$ cat src/rtl/reg_dump_pkg.sv
// Shared CPU constants and the register-dump FSM state type.
package reg_dump_pkg;

   localparam int unsigned XLEN       = 32;
   localparam int unsigned NUM_REGS   = 32;
   localparam int unsigned REG_ADDR_W = 5;
   localparam logic [7:0]  DUMP_HDR   = 8'hA5;

   typedef enum logic [2:0] {
      IDLE,
      HDR,
      LOAD,
      SEND,
      DONE
   } dump_state_t;

endpackage

$ cat src/rtl/reg_dump.sv
// Streams a header byte followed by every register, little-endian,
// over a valid/ready byte interface.
module reg_dump #(
   parameter int unsigned XLEN     = reg_dump_pkg::XLEN,
   parameter int unsigned NUM_REGS = reg_dump_pkg::NUM_REGS,
   parameter logic [7:0]  HDR_BYTE = reg_dump_pkg::DUMP_HDR
) (
   input  logic                                clk,
   input  logic                                reset,
   input  logic                                start,
   output logic [reg_dump_pkg::REG_ADDR_W-1:0] rd_addr,
   input  logic [XLEN-1:0]                     rd_data,
   output logic                                out_valid,
   input  logic                                out_ready,
   output logic [7:0]                          out_data,
   output logic                                out_last,
   output logic                                busy,
   output logic                                done
);

   import reg_dump_pkg::*;

   localparam int unsigned BYTES  = XLEN / 8;
   localparam int unsigned BIDX_W = (BYTES > 1) ? $clog2(BYTES) : 1;
   localparam logic [BIDX_W-1:0]     LAST_B   = BIDX_W'(BYTES - 1);
   localparam logic [REG_ADDR_W-1:0] LAST_REG = REG_ADDR_W'(NUM_REGS - 1);

   dump_state_t             state;
   logic [REG_ADDR_W-1:0]   reg_idx;
   logic [BIDX_W-1:0]       byte_idx;
   logic [XLEN-1:0]         word;

   logic                    last_reg;
   logic                    last_byte;
   logic [BIDX_W-1:0]       byte_nxt;

   assign last_reg  = (reg_idx == LAST_REG);
   assign last_byte = (byte_idx == LAST_B);
   assign byte_nxt  = byte_idx + BIDX_W'(1);
   assign rd_addr   = reg_idx;

   // Outputs are updated on the transition into the state that presents them,
   // so out_data/out_last stay frozen while the sink stalls.
   always_ff @(posedge clk) begin
      if (reset) begin
         state     <= IDLE;
         reg_idx   <= '0;
         byte_idx  <= '0;
         word      <= '0;
         out_valid <= 1'b0;
         out_last  <= 1'b0;
         out_data  <= '0;
         busy      <= 1'b0;
         done      <= 1'b0;
      end else begin
         case (state)
            IDLE: begin
               if (start) begin
                  state     <= HDR;
                  reg_idx   <= '0;
                  out_valid <= 1'b1;
                  out_data  <= HDR_BYTE;
                  out_last  <= 1'b0;
                  busy      <= 1'b1;
               end
            end
            HDR: begin
               if (out_ready) begin
                  state     <= LOAD;
                  out_valid <= 1'b0;
               end
            end
            LOAD: begin
               word      <= rd_data;
               byte_idx  <= '0;
               out_data  <= rd_data[7:0];
               out_last  <= last_reg && (BYTES == 1);
               out_valid <= 1'b1;
               state     <= SEND;
            end
            SEND: begin
               if (out_ready) begin
                  if (!last_byte) begin
                     byte_idx <= byte_nxt;
                     out_data <= 8'(word >> (8 * byte_nxt));
                     out_last <= last_reg && (byte_nxt == LAST_B);
                  end else if (!last_reg) begin
                     reg_idx   <= reg_idx + REG_ADDR_W'(1);
                     out_valid <= 1'b0;
                     out_last  <= 1'b0;
                     state     <= LOAD;
                  end else begin
                     out_valid <= 1'b0;
                     out_last  <= 1'b0;
                     done      <= 1'b1;
                     state     <= DONE;
                  end
               end
            end
            DONE: begin
               done  <= 1'b0;
               busy  <= 1'b0;
               state <= IDLE;
            end
            default: state <= IDLE;
         endcase
      end
   end

endmodule

$ cat config.mk
export PLATFORM = sky130hd
export DESIGN_NAME = reg_dump
export DESIGN_NICKNAME = d
export VERILOG_FILES = /design/src/rtl/reg_dump_pkg.sv /design/src/rtl/reg_dump.sv
export SDC_FILE = /design/constraint.sdc
export NUM_CORES = 1
export LEC_CHECK = 0
export CORE_ASPECT_RATIO = 0.9
export CORE_MARGIN = 5
export CORE_UTILIZATION = 52
export CTS_BUF_LIST = sky130_fd_sc_hd__clkbuf_8
export CTS_CLUSTER_SIZE = 30
export DETAILED_ROUTE_END_ITERATION = 10
export MAX_ROUTING_LAYER = met4
export PLACE_DENSITY = 0.82
export SKIP_LAST_GASP = 1
export SLEW_MARGIN = 20
export SYNTH_ARGS = -nofsm -noshare
export SYNTH_HDL_FRONTEND = slang
export SYNTH_SLANG_ARGS = --single-unit
$ cat constraint.sdc
create_clock -name clk -period 2.5 [get_ports clk]
set_input_delay 0.5 -clock clk [delete_from_list [all_inputs] [get_ports clk]]
set_output_delay 0.5 -clock clk [all_outputs]
set_load 0.005 [all_outputs]
# Word-level counts from Yosys, hierarchy flattened
# Index checks and enable logic that the tools add are counted.
dict set report totals {
  ff_bits 54
  output_inout_bits 17
  wordCells 74
}
dict set report op_classes {
  addsub 2
  eq_ne 14
  shifts 1
  n_mux 32
  n_reduce_logical 16
}
# op count
set ops {}
lappend ops {{>> shifter 32 x 5 -> 8 bit} 1}
lappend ops {{2-to-1 mux 8 bit} 3}
lappend ops {{case mux 8 bit (3 select lines)} 1}
lappend ops {{2-to-1 mux 5 bit} 4}
lappend ops {{2-to-1 mux 3 bit} 5}
lappend ops {{!= test 2 bit, second input constant} 7}
lappend ops {{case mux 3 bit (4 select lines)} 1}
lappend ops {{AND reduction 4 bit} 3}
lappend ops {{2-to-1 mux 1 bit} 10}
lappend ops {{case mux 5 bit (2 select lines)} 1}
lappend ops {{AND reduction 5 bit} 2}
lappend ops {{nonzero test 2 bit} 4}
lappend ops {{== test 3 x 2 -> 1 bit, second input constant} 2}
lappend ops {{AND reduction 3 bit} 2}
lappend ops {{adder 5 x 1 -> 5 bit, second input constant} 1}
lappend ops {{== test 5 bit, second input constant} 1}
lappend ops {{== test 2 bit, second input constant} 2}
lappend ops {{2-to-1 mux 2 bit} 2}
lappend ops {{case mux 1 bit (2 select lines)} 2}
lappend ops {{case mux 1 bit (4 select lines)} 1}
lappend ops {{case mux 2 bit (2 select lines)} 1}
lappend ops {{nonzero test 4 bit} 1}
lappend ops {{== test 3 x 1 -> 1 bit, second input constant} 1}
lappend ops {{== test 3 bit, second input constant} 1}
lappend ops {{6 further kinds} 6}

# Longest topological paths before layout
dict set report depth {
  ltp_word 6
  depth_mapped 8
}

# Worst setup path after synthesis
# OpenSTA, ideal clock, no wires.
dict set report synth_path {
  path_kind {reg2reg}
  from {register byte_idx[0]}
  to {register out_data[7]}
  setup_ns 0.132
  arrival_ns 1.728
  required_time_ns 2.368
  path_slack_ns 0.640
  stages_incl_launch_ff 8
  synth_period_minus_slack_ns 1.860
  cell_sequence {dfxtp_1 -> buf_6 -> inv_1 -> ha_1 -> buf_2 -> mux4_1 -> o22ai_1 -> nor3_1}
}
dict set report synth_via {
  elab_chain_len 5
  elab_cells_between_ends 8
  cone_classes {1 x add/sub; 2 x eq/ne; 1 x shift; 3 x mux; 1 x reduce/logical}
}
# element line
set synth_lines {}
lappend synth_lines {{from (decl)} reg_dump.sv:30} ;# logic [BIDX_W-1:0] byte_idx;
lappend synth_lines {{from (signal assigned)} reg_dump.sv:84} ;# byte_idx <= byte_nxt;
lappend synth_lines {{adder 2 x 1 -> 2 bit} reg_dump.sv:39} ;# assign byte_nxt = byte_idx + BIDX_W'(1);
lappend synth_lines {{>> shifter 32 x 5 -> 8 bit} reg_dump.sv:85} ;# out_data <= 8'(word >> (8 * byte_nxt));
lappend synth_lines {{2-to-1 mux 8 bit} reg_dump.sv:83} ;# if (!last_byte) begin
lappend synth_lines {{2-to-1 mux 8 bit} reg_dump.sv:82} ;# if (out_ready) begin
lappend synth_lines {{case mux 8 bit (3 select lines)} reg_dump.sv:56} ;# case (state)
lappend synth_lines {{to (signal assigned)} reg_dump.sv:76} ;# out_data <= rd_data[7:0];
lappend synth_lines {{to (signal assigned)} reg_dump.sv:85}
lappend synth_lines {{to (decl)} reg_dump.sv:15} ;# output logic [7:0] out_data,
# Several ways; a longest one is shown, not always the timed one. The select of a mux whose other input is x is not followed.
# A chain may end at the register's enable or synchronous reset.

# Worst setup path in the final report
dict set report layout_path {
  from {register reg_idx[0] (netlist: rd_addr[0])}
  to {register out_last}
}
dict set report layout_via {
  elab_chain_len 5
}
# element line
set layout_lines {}
lappend layout_lines {{from (decl)} reg_dump.sv:29} ;# logic [REG_ADDR_W-1:0] reg_idx;
lappend layout_lines {{from (signal assigned)} reg_dump.sv:88} ;# reg_idx <= reg_idx + REG_ADDR_W'(1);
lappend layout_lines {{== test 5 bit} reg_dump.sv:37} ;# assign last_reg = (reg_idx == LAST_REG);
lappend layout_lines {{logical AND 1 bit} reg_dump.sv:86} ;# out_last <= last_reg && (byte_nxt == LAST_B);
lappend layout_lines {{2-to-1 mux 1 bit} reg_dump.sv:83}
lappend layout_lines {{2-to-1 mux 1 bit} reg_dump.sv:82}
lappend layout_lines {{case mux 1 bit (3 select lines)} reg_dump.sv:56}
lappend layout_lines {{to (signal assigned)} reg_dump.sv:77} ;# out_last <= last_reg && (BYTES == 1);
lappend layout_lines {{to (signal assigned)} reg_dump.sv:86}
lappend layout_lines {{to (decl)} reg_dump.sv:16} ;# output logic out_last,
# Every way passes these cells. The select of a mux whose other input is x is not followed.

==> results.md <==
Clock network:
- In this run the post-CTS setup repair buffer count came out at 0.
- TritonCTS built the clock tree.
- The number of clock buffers added by TritonCTS is 5.
- The clock-pin slew reported for the worst setup and hold paths after clock tree synthesis is 0.09 ns.
- The maximum level of the CTS H-tree is 2.
- At the later pin of the worst-skew pair, clock insertion delay measures approximately 0.31 ns.
- The number of buffers on the longest clock path is 2.
- The count of instances resized after the clock tree is built is 0.
- Buffers inserted to repair hold after CTS numbered 0.
- The number of sinks driven by the clock tree is 54.
- The tree is rooted in a sky130_fd_sc_hd__clkbuf_8.

Pwr:
- The total chip power is about 1.8 mW.
- In this run the power spent charging and discharging nets is 0.458 mW.
- Of the total power, the share spent switching nets is 0.248.
- For this design the static power due to leakage is 1.13 nW.
- The sequential fraction of design power is 0.509.
- The worst-case vdd ir drop is between 300 and 400 µV.
- The share of total power dissipated in the clock network is 0.322.
- The power density normalized to cell area is just under 600 mW/mm².
- The internal power component is ~1.4 mW.
- The share of total power dissipated in combinational logic is 0.169.

Global routing:
- The initial antenna violation count was 0.
- The number of global-route vias before repair is between 2000 and 2500.
- The sum of overflow across all layers after global routing is 0.
- The global-route wire length before repair is 8820 µm.
- The maximum number of pins on one net before global-route repair is between 40 and 50.
- The total routing usage reported by global routing is 0.191.

Synth:
- Of the total synthesized cell area, the portion taken by AND, OR, NAND and NOR gates is 0.225.
- Among all flip-flop cells after synthesis, the most frequent one is sky130_fd_sc_hd__dfxtp_1.
- Synthesis handed over a netlist of approximately 280 instances.
- The sequential share of the synthesized area is 0.439.
- The summed instance area of the synthesized netlist is 0.00246 mm².
- Yosys mapped the design onto 46 distinct sky130hd cell types.
- The async set-or-reset flop fraction in the synthesized netlist is 0.
- Of the total synthesized cell area, the portion taken by full adders, half adders and majority gates is 0.0203.
- The net count after synthesis is around 320.
- Of the post-synthesis cell area, the part taken by muxes is 0.103.
- The flop and latch count out of synthesis is 54.
- Yosys printed 0 warnings.
- The combinational family with the most area after synthesis is simple AND/OR/NAND/NOR gates.
- Yosys mapped a number of flops with a built-in enable equal to 0.
- The post-synthesis compound-gate area fraction was 0.163.
- The average instance in the mapped netlist occupies about 8.7 µm².
- The area share of xor/xnor cells in the synthesized design is 0.

Drt:
- The total met3 wirelength after detailed routing is roughly 280 µm.
- The detail route stage leaves a number of antenna-violating nets equal to 0.
- Summing over every cut layer, the via total after detailed routing is about 2100.
- The average wire length per cell after detail routing is ~14 µm.
- In this run, the number of DRC markers left after iteration 0 of detailed routing was ~130.
- For this run, design rule violations remaining after detail routing come to 0.
- For this block, the routed nets add up to 5370 µm of wire.
- The detailed-route vias per instance is 5.41.
- The wire length on met1 is approximately 2400 µm.
- Before antenna repair, the detailed router went through 4 iterations.
- The uppermost layer routed is met4.
- The sum of met2 wire segment lengths after detailed routing is 2610 µm.

Floorplanning:
- The number of ports placed on the die boundary is 53.
- The core region is between 0.004 and 0.005 mm².
- The initial cell density of the core is 0.544.
- The die covers roughly 0.0062 mm².
- The die outline width is slightly above 80 µm.
- In this run the vertical extent of the chip is approximately 75 µm.
- The floorplan has 23 rows.

Setup path:
- The start-to-end type of the worst setup path is register to register.
- The critical path data arrival time is around 2.1 ns.
- The flop-to-flop setup slack is around 0.64 ns.
- For the worst setup path, the data required time is between 2 and 3 ns.
- In this run the critical register-to-register path is launched from rd_addr[0]$_SDFFE_PP0P_.
- The largest fanout on the critical path is 4.
- The nature of the critical path endpoint is a register.
- For the worst flop-to-flop path, the logic depth is 6.
- STA classifies the critical path startpoint as a register.
- The most critical setup path has its startpoint at rd_addr[0]$_SDFFE_PP0P_.

Min path:
- The startpoint identified for the worst hold timing path is word[26]$_SDFFE_PP0P_.
- The path class of the tightest hold or removal check is register to register.
- Counting instances, the worst hold path has a depth of 2.

Final layout:
- In the layout the commonest cells are sky130_fd_sc_hd__nand2_1 (74), sky130_fd_sc_hd__dfxtp_1 (54), sky130_fd_sc_hd__clkdlybuf4s50_1 (51), sky130_fd_sc_hd__a21oi_1 (44), sky130_fd_sc_hd__nor2_1 (14).
- The share of post-route cells with drive strength above 1 is 0.0765.
- Compared with the post-synthesis result, the final layout area differs by 26.8%.
- The number of nets in the finished design is between 300 and 400.
- Counting the fill cells in the layout gives slightly below 400.
- 0 antenna diodes ended up in the layout.
- The library cell used most frequently in the layout, excluding fill and tap cells, is sky130_fd_sc_hd__nand2_1.
- The post-layout instance area is a little over 0.003 mm².

Place:
- The placed instances occupy a cell area of 0.00300 mm².
- The number of port buffers is 52.
- The detailed placer's ending HPWL is about 3700 µm.
- The last weighted congestion value of the routability-driven placer is between 0.8 and 0.9.

Timing:
- The post-route clock skew is just under 0.002 ns.
- The total count of max-transition violations in the final report is 0.
- Setup repair after global routing left no endpoint under its margin.
- In the finished design, the share of the clock period the worst path needs comes to 0.746.
- The relative max-transition margin is 0.551.
- The total negative slack is 0 ns.
- The routed design could run at a clock period as short as 1.86 ns.
- The actual transition at the worst max-transition pin is slightly below 0.7 ns.
- The final setup violation count is 0.
- The hold violation count in the final report is 0.
- For this run, the top clock speed supported by timing is 0.536 GHz.

Run:
- The number of max-cap violations is 0.

Run status:
- The flow ran to the end, and the final reports show no timing, DRC or antenna violations.
## through the flow
step	util	hold slack [ns]	instances	setup WS (ns)
6_report	0.690	0.455	389	0.635
5_1_grt	0.690	0.473	389	0.490
4_1_cts	0.689	0.458	389	0.463
3_5_place_dp	0.664	0.444	382	0.459
3_3_place_gp	0.664	0.439	382	0.517
2_1_floorplan	-	0.432	282	0.640
## path summary, 6_finish.rpt
path / end
max: out_last$_SDFFE_PP0P_
min reg2reg: word[26]$_SDFFE_PP0P_
max reg2reg: out_last$_SDFFE_PP0P_
min: word[26]$_SDFFE_PP0P_
## critical path, cell delays in order (launching register included)
cell and delay [ns]:
sky130_fd_sc_hd__dfxtp_1 0.40, sky130_fd_sc_hd__ha_1 0.21, sky130_fd_sc_hd__and3_1 0.18, sky130_fd_sc_hd__ha_1 0.23
sky130_fd_sc_hd__nand4b_2 0.15, sky130_fd_sc_hd__or4_1 0.50, sky130_fd_sc_hd__a21oi_1 0.14
## layout make-up
type	count	area, µm²	share of cell area
clock inverter	1	30.0	0.00963
clock buffer	6	82.6	0.0265
inverter	3	11.3	0.00361
sequential	54	1080	0.347
multi-input combinational	205	1260	0.405
tap	62	77.6	0.0249
timing repair buffer	58	573	0.184
## power groups by stage
stage,clock network (mW),logic (mW),registers (mW)
final,0.595,0.313,0.940
after global routing,0.644,0.342,0.946
after floorplan,0,0.195,0.950
after global placement,0,0.305,0.957
after detailed placement,0,0.313,0.958
after CTS,0.609,0.314,0.939
## state kept, by name, indices dropped and copies added, names as in the netlist
register / flops
word: 32
out_data: 8
rd_addr: 5
state: 3
byte_idx: 2
busy: 1
done: 1
out_last: 1
out_valid: 1
## cells by family (layout without fill, tap and decap cells)
logic type,Yosys count,count (layout)
AO/OA/AOI/OAI,67,67
AND/OR/NAND/NOR,122,122
adder cells (fa/ha/maj),4,4
flip-flops,54,54
buffers and inverters,23,68
multiplexers,12,12
## Yosys cell counts (2+ instances only)
library cell	n	area [µm²]
sky130_fd_sc_hd__clkbuf_1	7	26.3
sky130_fd_sc_hd__and2_1	2	12.5
sky130_fd_sc_hd__nor3_1	8	40.0
sky130_fd_sc_hd__nand2b_1	5	31.3
sky130_fd_sc_hd__o21ai_1	3	15.0
sky130_fd_sc_hd__nand3b_1	2	15.0
sky130_fd_sc_hd__nor2_1	14	52.6
sky130_fd_sc_hd__nand2_1	74	278
sky130_fd_sc_hd__buf_2	9	45.0
sky130_fd_sc_hd__inv_1	3	11.3
sky130_fd_sc_hd__nand3_1	5	25.0
sky130_fd_sc_hd__o21ai_0	3	15.0
sky130_fd_sc_hd__o22ai_1	4	25.0
sky130_fd_sc_hd__a21oi_1	44	220
sky130_fd_sc_hd__nand4_1	2	12.5
sky130_fd_sc_hd__dfxtp_1	54	1080
sky130_fd_sc_hd__mux4_1	7	184
sky130_fd_sc_hd__mux2_2	2	22.5
sky130_fd_sc_hd__a211oi_1	2	15.0
sky130_fd_sc_hd__ha_1	4	50.1
sky130_fd_sc_hd__buf_6	3	33.8
## layer usage
metal | GRT usage | vias to the layer above
met4 | 0.0436 | 0
li1 | - | 1068
met3 | 0.0514 | 4
met5 | - | -
met2 | 0.330 | 48
met1 | 0.221 | 985
Note: power is estimated with default switching activity, not from simulation.
